===== src/rtl/imem_prog_encoder.sv =====
// imem_prog_encoder: packs RV32I field bundles into instruction words and
// streams them into consecutive instruction-memory addresses.
module imem_prog_encoder #(
    parameter int          ADDR_W    = 10,
    parameter logic [31:0] BASE_ADDR = 32'h0
) (
    input  logic              clk,
    input  logic              rst,
    input  logic              start,
    input  logic              in_valid,
    output logic              in_ready,
    input  logic              in_last,
    input  logic [2:0]        in_type,
    input  logic [4:0]        in_rd,
    input  logic [4:0]        in_rs1,
    input  logic [4:0]        in_rs2,
    input  logic [2:0]        in_funct3,
    input  logic [6:0]        in_funct7,
    input  logic [31:0]       in_imm,
    output logic              mem_we,
    output logic [31:0]       mem_addr,
    output logic [31:0]       mem_wdata,
    output logic [ADDR_W:0]   word_count,
    output logic              err,
    output logic              err_sticky,
    output logic              full,
    output logic              done
);
    localparam int            CW    = ADDR_W + 1;
    localparam logic [CW-1:0] DEPTH = CW'(1) << ADDR_W;

    typedef enum logic [1:0] {IDLE, ACTIVE, FINISH} state_t;

    state_t        r_state;
    logic          r_slot;
    logic          r_slot_last;
    logic          w_accept;
    logic          w_legal;
    logic          w_i_ok;
    logic          w_b_ok;
    logic          w_j_ok;
    logic          w_full_now;
    logic          w_end;
    logic [31:0]   w_word;
    logic [31:0]   w_wr_addr;
    logic [CW-1:0] w_committed;
    logic [CW-1:0] w_pending;

    // A range check on a signed value reduces to "all upper bits equal".
    assign w_i_ok = (&in_imm[31:11]) | ~(|in_imm[31:11]);
    assign w_b_ok = ((&in_imm[31:12]) | ~(|in_imm[31:12])) & ~in_imm[0];
    assign w_j_ok = ((&in_imm[31:20]) | ~(|in_imm[31:20])) & ~in_imm[0];

    always_comb begin
        w_legal = 1'b1;
        w_word  = '0;
        case (in_type)
            3'd0: w_word = {in_funct7, in_rs2, in_rs1, in_funct3, in_rd, 7'b0110011};
            3'd1: begin
                w_word  = {in_imm[11:0], in_rs1, in_funct3, in_rd, 7'b0010011};
                w_legal = w_i_ok;
            end
            3'd2: begin
                w_word  = {in_imm[11:0], in_rs1, in_funct3, in_rd, 7'b0000011};
                w_legal = w_i_ok;
            end
            3'd3: begin
                w_word  = {in_imm[11:0], in_rs1, in_funct3, in_rd, 7'b1100111};
                w_legal = w_i_ok;
            end
            3'd4: begin
                w_word  = {in_imm[11:5], in_rs2, in_rs1, in_funct3, in_imm[4:0], 7'b0100011};
                w_legal = w_i_ok;
            end
            3'd5: begin
                w_word  = {in_imm[12], in_imm[10:5], in_rs2, in_rs1, in_funct3,
                           in_imm[4:1], in_imm[11], 7'b1100011};
                w_legal = w_b_ok;
            end
            3'd6: begin
                w_word  = {in_imm[31:12], in_rd, 7'b0110111};
                w_legal = ~(|in_imm[11:0]);
            end
            default: begin
                w_word  = {in_imm[20], in_imm[10:1], in_imm[11], in_imm[19:12], in_rd, 7'b1101111};
                w_legal = w_j_ok;
            end
        endcase
    end

    // Committed count includes the write in flight, so back-to-back accepts
    // get consecutive addresses and the ready decision sees every pending word.
    assign w_accept    = in_valid & in_ready;
    assign w_committed = word_count + CW'(mem_we);
    assign w_pending   = w_committed + CW'(w_accept & w_legal);
    assign w_full_now  = mem_we & (w_committed == DEPTH);
    assign w_end       = r_slot & (r_slot_last | w_full_now);
    assign w_wr_addr   = BASE_ADDR + (32'(w_committed) << 2);

    always_ff @(posedge clk) begin
        if (!rst) begin
            r_state     <= IDLE;
            r_slot      <= 1'b0;
            r_slot_last <= 1'b0;
            in_ready    <= 1'b0;
            mem_we      <= 1'b0;
            mem_addr    <= '0;
            mem_wdata   <= '0;
            word_count  <= '0;
            err         <= 1'b0;
            err_sticky  <= 1'b0;
            full        <= 1'b0;
            done        <= 1'b0;
        end else begin
            mem_we <= 1'b0;
            err    <= 1'b0;
            done   <= 1'b0;
            r_slot <= 1'b0;
            case (r_state)
                IDLE: begin
                    if (start) begin
                        r_state    <= ACTIVE;
                        in_ready   <= 1'b1;
                        word_count <= '0;
                        err_sticky <= 1'b0;
                        full       <= 1'b0;
                    end
                end
                ACTIVE: begin
                    word_count <= w_committed;
                    in_ready   <= in_ready & ~(w_accept & in_last) & (w_pending < DEPTH);
                    if (w_accept) begin
                        r_slot      <= 1'b1;
                        r_slot_last <= in_last;
                        mem_we      <= w_legal;
                        err         <= ~w_legal;
                        err_sticky  <= err_sticky | ~w_legal;
                        if (w_legal) begin
                            mem_addr  <= w_wr_addr;
                            mem_wdata <= w_word;
                        end
                    end
                    if (w_full_now) full <= 1'b1;
                    if (w_end) begin
                        r_state  <= FINISH;
                        done     <= 1'b1;
                        in_ready <= 1'b0;
                    end
                end
                default: r_state <= IDLE;
            endcase
        end
    end
endmodule


===== config.mk =====
export PLATFORM = sky130hd
export DESIGN_NAME = imem_prog_encoder
export DESIGN_NICKNAME = d
export VERILOG_FILES = /design/src/rtl/imem_prog_encoder.sv
export SDC_FILE = /design/constraint.sdc
export NUM_CORES = 1
export LEC_CHECK = 0
export BUFFER_PORTS_ARGS = -buffer_cell sky130_fd_sc_hd__buf_2
export CORE_ASPECT_RATIO = 1.25
export CORE_MARGIN = 5
export CORE_UTILIZATION = 52
export DETAILED_ROUTE_END_ITERATION = 7
export GPL_TIMING_DRIVEN = 1
export PLACE_DENSITY = 0.95
export RECOVER_POWER = 100
export SYNTH_ARGS = -nofsm -noshare
export SYNTH_HDL_FRONTEND = slang
export SYNTH_SLANG_ARGS = --single-unit

===== constraint.sdc =====
create_clock -name clk -period 4.8 [get_ports clk]
set_input_delay 1.2 -clock clk [delete_from_list [all_inputs] [get_ports clk]]
set_output_delay 1.2 -clock clk [all_outputs]
set_load 0.01 [all_outputs]

# == Word-level counts from Yosys, hierarchy flattened ==
# Cells that the tools add are included.
# totals
ff_bits,64
latch_bits,0
ram_bits,0
rom_bits,0
input_bits,65
output_inout_bits,81
wordCells,84
mem_count,0
# classes
add_sub_neg,2
mul,0
div,0
n_lt_le_gt_ge,1
n_eq_ne,12
shifts,0
mux,17
n_bitwise,21
n_reduce_logical,19
# op_table
operator,n
32-bit one-hot mux with 7 select lines,1
12-bit OR reduction,2
11-bit by 1-bit adder with 11-bit output,2
11-bit one-hot mux with 2 select lines,1
21-bit AND reduction,1
21-bit OR reduction,1
20-bit AND reduction,1
20-bit OR reduction,1
12-bit AND reduction,1
3-bit AND reduction,4
"11-bit equality test, second input constant",1
"11-bit < comparator, second input constant",1
11-bit 2-to-1 mux,1
1-bit bitwise AND,9
"3-bit equality test, second input constant",3
"2-bit != test, second input constant",4
2-bit AND reduction,4
1-bit 2-to-1 mux,7
1-bit NOT,7
"3-bit by 2-bit equality test with 1-bit output, second input constant",2
1-bit one-hot mux with 2 select lines,3
1-bit bitwise OR,5
2-bit 2-to-1 mux,2
1-bit one-hot mux with 4 select lines,1
7 further kinds,7

# == Depth between registers and ports, before layout ==
# depth
word_depth,11
mapped_depth,12

# == Least setup slack after synthesis ==
# OpenSTA, ideal clock, no wires.
# synth_timing
path_kind,input to register
startpoint,input port in_imm[8]
endpoint,register mem_wdata[10]
t_arrival_ps,2926
required_ps,4711
path_slack_ps,1785
path_stages,9
n_path_buf,2
cell_sequence,or4_4 > nor4_2 > nor3_1 > o22ai_2 > and4_1 > buf_4 > buf_6 > nor2_1 > a311oi_2
# synth_between
elab_chain_cells,4
# synth_rtl
element,line,rtl
start: declaration,19,"input logic [31:0] in_imm,"
12-bit OR reduction,82,w_legal = ~(|in_imm[11:0]);
1-bit NOT,82,
1-bit one-hot mux with 4 select lines,57,case (in_type)
3-bit AND reduction (no line),-,
end signal: assignment,140,mem_wdata <= w_word;
end: declaration,22,"output logic [31:0] mem_wdata,"
# No other way between the ends.
# A chain may end at the register's enable or synchronous reset.

# == Worst setup path after layout ==
# layout_timing
startpoint,input port in_type[1]
endpoint,register mem_wdata[15]
# layout_between
elab_chain_cells,4
# layout_rtl
element,line,rtl
start: declaration,13,"input logic [2:0] in_type,"
"3-bit equality test, or another cell as far along",57,
4-bit OR reduction (no line),-,
1-bit one-hot mux with 4 select lines,57,
3-bit AND reduction (no line),-,
# Several ways; a longest one is shown, not always the timed one.

==> results.yml <==
clock_tree:
  cts-root-buf: "clkbuf_8"
  cts_setup_buffers: 0
  clk_pin_slew_ns: 0.07
  clock-sinks: 63
  cts_buffers: 9
  clock_latency_ns: 0.35
  h-tree-depth: 3
  ctsHoldBuffers: 0
  cts_resized: 0
  cts_tree: "built"
  clock_path_buffers: 2
drt:
  via_per_inst: 5.75
  ant_nets: 0
  totalWireLength_mm: 10.3
  route.vias.total: 3642
  route.detailed.drc: 0
  drtIter0Drc: 227
  drt_pass1_iterations: 5
  route.detailed.wl_per_inst_um: 16.3
run_status:
  violations: "capacitance limit, slew limit"
  status: "finished with violations"
die:
  dieWidth_um: 83.7
  die_h_um: 102
  die_area_um2: 8540
  fp-row-count: 33
  initial_core_util_pct: 53.4
  io_pins: 146
  core-area_um2: 6610
grt:
  first_global_vias: 3462
  grt_pass1_wl_mm: 16.1
  gr-total-overflow: 0
  track_usage_pct: 23.4
  grt_max_degree: 30
  antenna_found_initial: 0
power_and_ir_drop:
  switchingPower_uw: 297
  share_comb_of_total_power_pct: 13.1
  p_sw_share_pct: 27.6
  p_int_uw: 782
  p_clk_share_pct: 37.2
  p_leak_nw: 1.50
  powerDensity_nw_per_um2: 264
  ir_drop_mv: 0.152
  seq_power_share_pct: 49.7
yosys:
  synth_top_cells_by_area: "dfxtp_1 (36%), nand2_1 (6.8%), nor2_1 (5.2%)"
  ys_warn_count: 0
  synth_area_leader_cell: "dfxtp_1"
  synth_seq_cells: 63
  yosysTopAreaCellShare_pct: 35.8
  synth-main-ff-cell: "dfxtp_1"
  synth_cells: 439
  synth_edf_count: 0
  syn_area_um2: 3530
  seq_area_frac_synth_pct: 35.8
  postSynth.asyncResetShare_pct: 0
  synth_cell_type_count: 53
  avgSynthCellArea_um2: 8.03
setup_path:
  cp.arrival_ns: 4.32
  path_class: "in -> reg"
  critPathMaxFanout: 22
  crit_required_ns: 5.04
  cp-start-kind: "input pin"
  cp-end-kind: "flip-flop"
sta:
  fin_ws_ns: 0.722
  finalHoldViolCount: 0
  fmax_mhz: 245
  clock_skew_ns: 0.00733
  setup_viol: 0
  tightestPinTransition_ns: 1.63
  finalCritPeriodShare_pct: 85.0
  period_needed_ns: 4.08
  relSlewSlack_pct: -8.65
  drv_slew: 30
  tns_ns: 0
  rsz0062_at_grt: "false"
placed_design:
  dp_slack_ns: 0.857
  dpl.cell_count: 617
  place.gp.congestion: 0.982
  place_area_um2: 4020
  port_buffers: 124
  dp_hpwl_mm: 7.96
job:
  maxCapViolations: 1
finish:
  final_common_cell: "clkbuf_1"
  final_cell_mix: "clkbuf_1 (66), nand2_1 (64), dfxtp_1 (63), buf_2 (63), nor2_1 (49)"
  fin_cells: 633
  n_antenna_cell: 0
  syn2layout_area_growth_pct: 15.9
  fin_area_um2: 4090
  nets: 608
  drive_above_1_share_pct: 17.4
worst_hold_path:
  hold_class: "reg -> reg"
## registers in the layout (all words and copies together), names as in the netlist
| register | cells |
|---|---|
| done | 1 |
| in_ready | 1 |
| r_slot | 1 |
| err_sticky | 1 |
| r_state | 2 |
| r_slot_last | 1 |
| full | 1 |
| mem_we | 1 |
| err | 1 |
| word_count | 11 |
| mem_addr | 11 |
| mem_wdata | 31 |
## metal layers
metal	GRT usage, %	vias to the layer above	wire, µm
li1	-	1735	-
met1	26.6	1678	4000
met2	41.5	199	5180
met3	6.69	30	870
met4	9.41	0	296
met5	0	-	0
## synthesized netlist by cell type (3+ instances only)
cell / n
nor2_1: 49
nor4_1: 7
a21boi_0: 3
nand4_1: 11
and2_1: 6
a311oi_2: 12
o22ai_1: 4
nor2b_1: 8
a21oi_1: 20
buf_6: 5
a21boi_1: 4
inv_1: 6
nand2_1: 64
buf_4: 24
clkbuf_1: 22
a31oi_1: 6
o211ai_1: 3
a211oi_1: 9
o221ai_1: 6
a22oi_1: 4
nor3_1: 11
o22a_1: 6
or3_1: 4
o21ai_0: 9
buf_2: 3
and4_1: 3
xor2_1: 3
and3_1: 6
dfxtp_1: 63
nand3_1: 17
xnor2_1: 10
## power groups by stage
| stage | Combinational [mW] | Sequential [mW] | Clock [mW] |
|---|---|---|---|
| after floorplan | 0.0960 | 0.550 | 0 |
| final | 0.141 | 0.537 | 0.401 |
| after global placement | 0.138 | 0.548 | 0 |
| after CTS | 0.142 | 0.536 | 0.405 |
| after detailed placement | 0.141 | 0.548 | 0 |
| after global routing | 0.154 | 0.537 | 0.435 |
## cell type report
cell class                      count  area, µm²
Clock buffer                       13        149
Clock inverter                      3       18.8
Fill cell                         628       2520
Inverter                            6       22.5
Multi-Input combinational cell    333       1960
Sequential cell                    63       1260
Tap cell                           87        109
Timing Repair Buffer              128        567
## cells by family (layout without fill, tap and decap cells)
group | count (synthesis) | in the layout | synth area share [%]
and+or+nand+nor | 195 | 195 | 26.2
AOI/OAI and AO/OA | 98 | 98 | 22.0
DFF | 63 | 63 | 35.8
buffers and inverters | 63 | 150 | 10.5
xor gates and xnor gates | 13 | 13 | 3.23
muxes | 4 | 4 | 1.53
adders and majority gates | 2 | 2 | 0.709
other | 1 | 21 | 0.106
## final timing paths
| check | startpoint | endpoint | slack [ns] | cells after the start |
|---|---|---|---|---|
| worst min-delay path | full | full | 0.45 | 2 |
| worst max register to register | r_state[1] | mem_wdata[15] | 2.18 | 6 |
| worst max-delay path | in_type[1] | mem_wdata[15] | 0.72 | 9 |
| worst min register to register | full | full | 0.45 | 2 |
## critical path, stage by stage
cell	delay, ns
buf_2	0.28
nand2_1	0.45
nor4_1	0.50
nor3_1	0.08
o22ai_1	0.26
and4_1	0.81
buf_4	0.39
nor2_1	0.09
a311oi_2	0.25
## per-stage QoR
stage          util, %  power [mW]  hold slack (ns)
4_1_cts           63.3        1.08            0.451
5_1_grt           61.9        1.13            0.485
2_1_floorplan        -       0.646            0.436
6_report          61.9        1.08            0.453
3_5_place_dp      60.8       0.689            0.441
3_3_place_gp      60.8       0.686            0.438
Note: power is estimated with default switching activity, not from simulation.
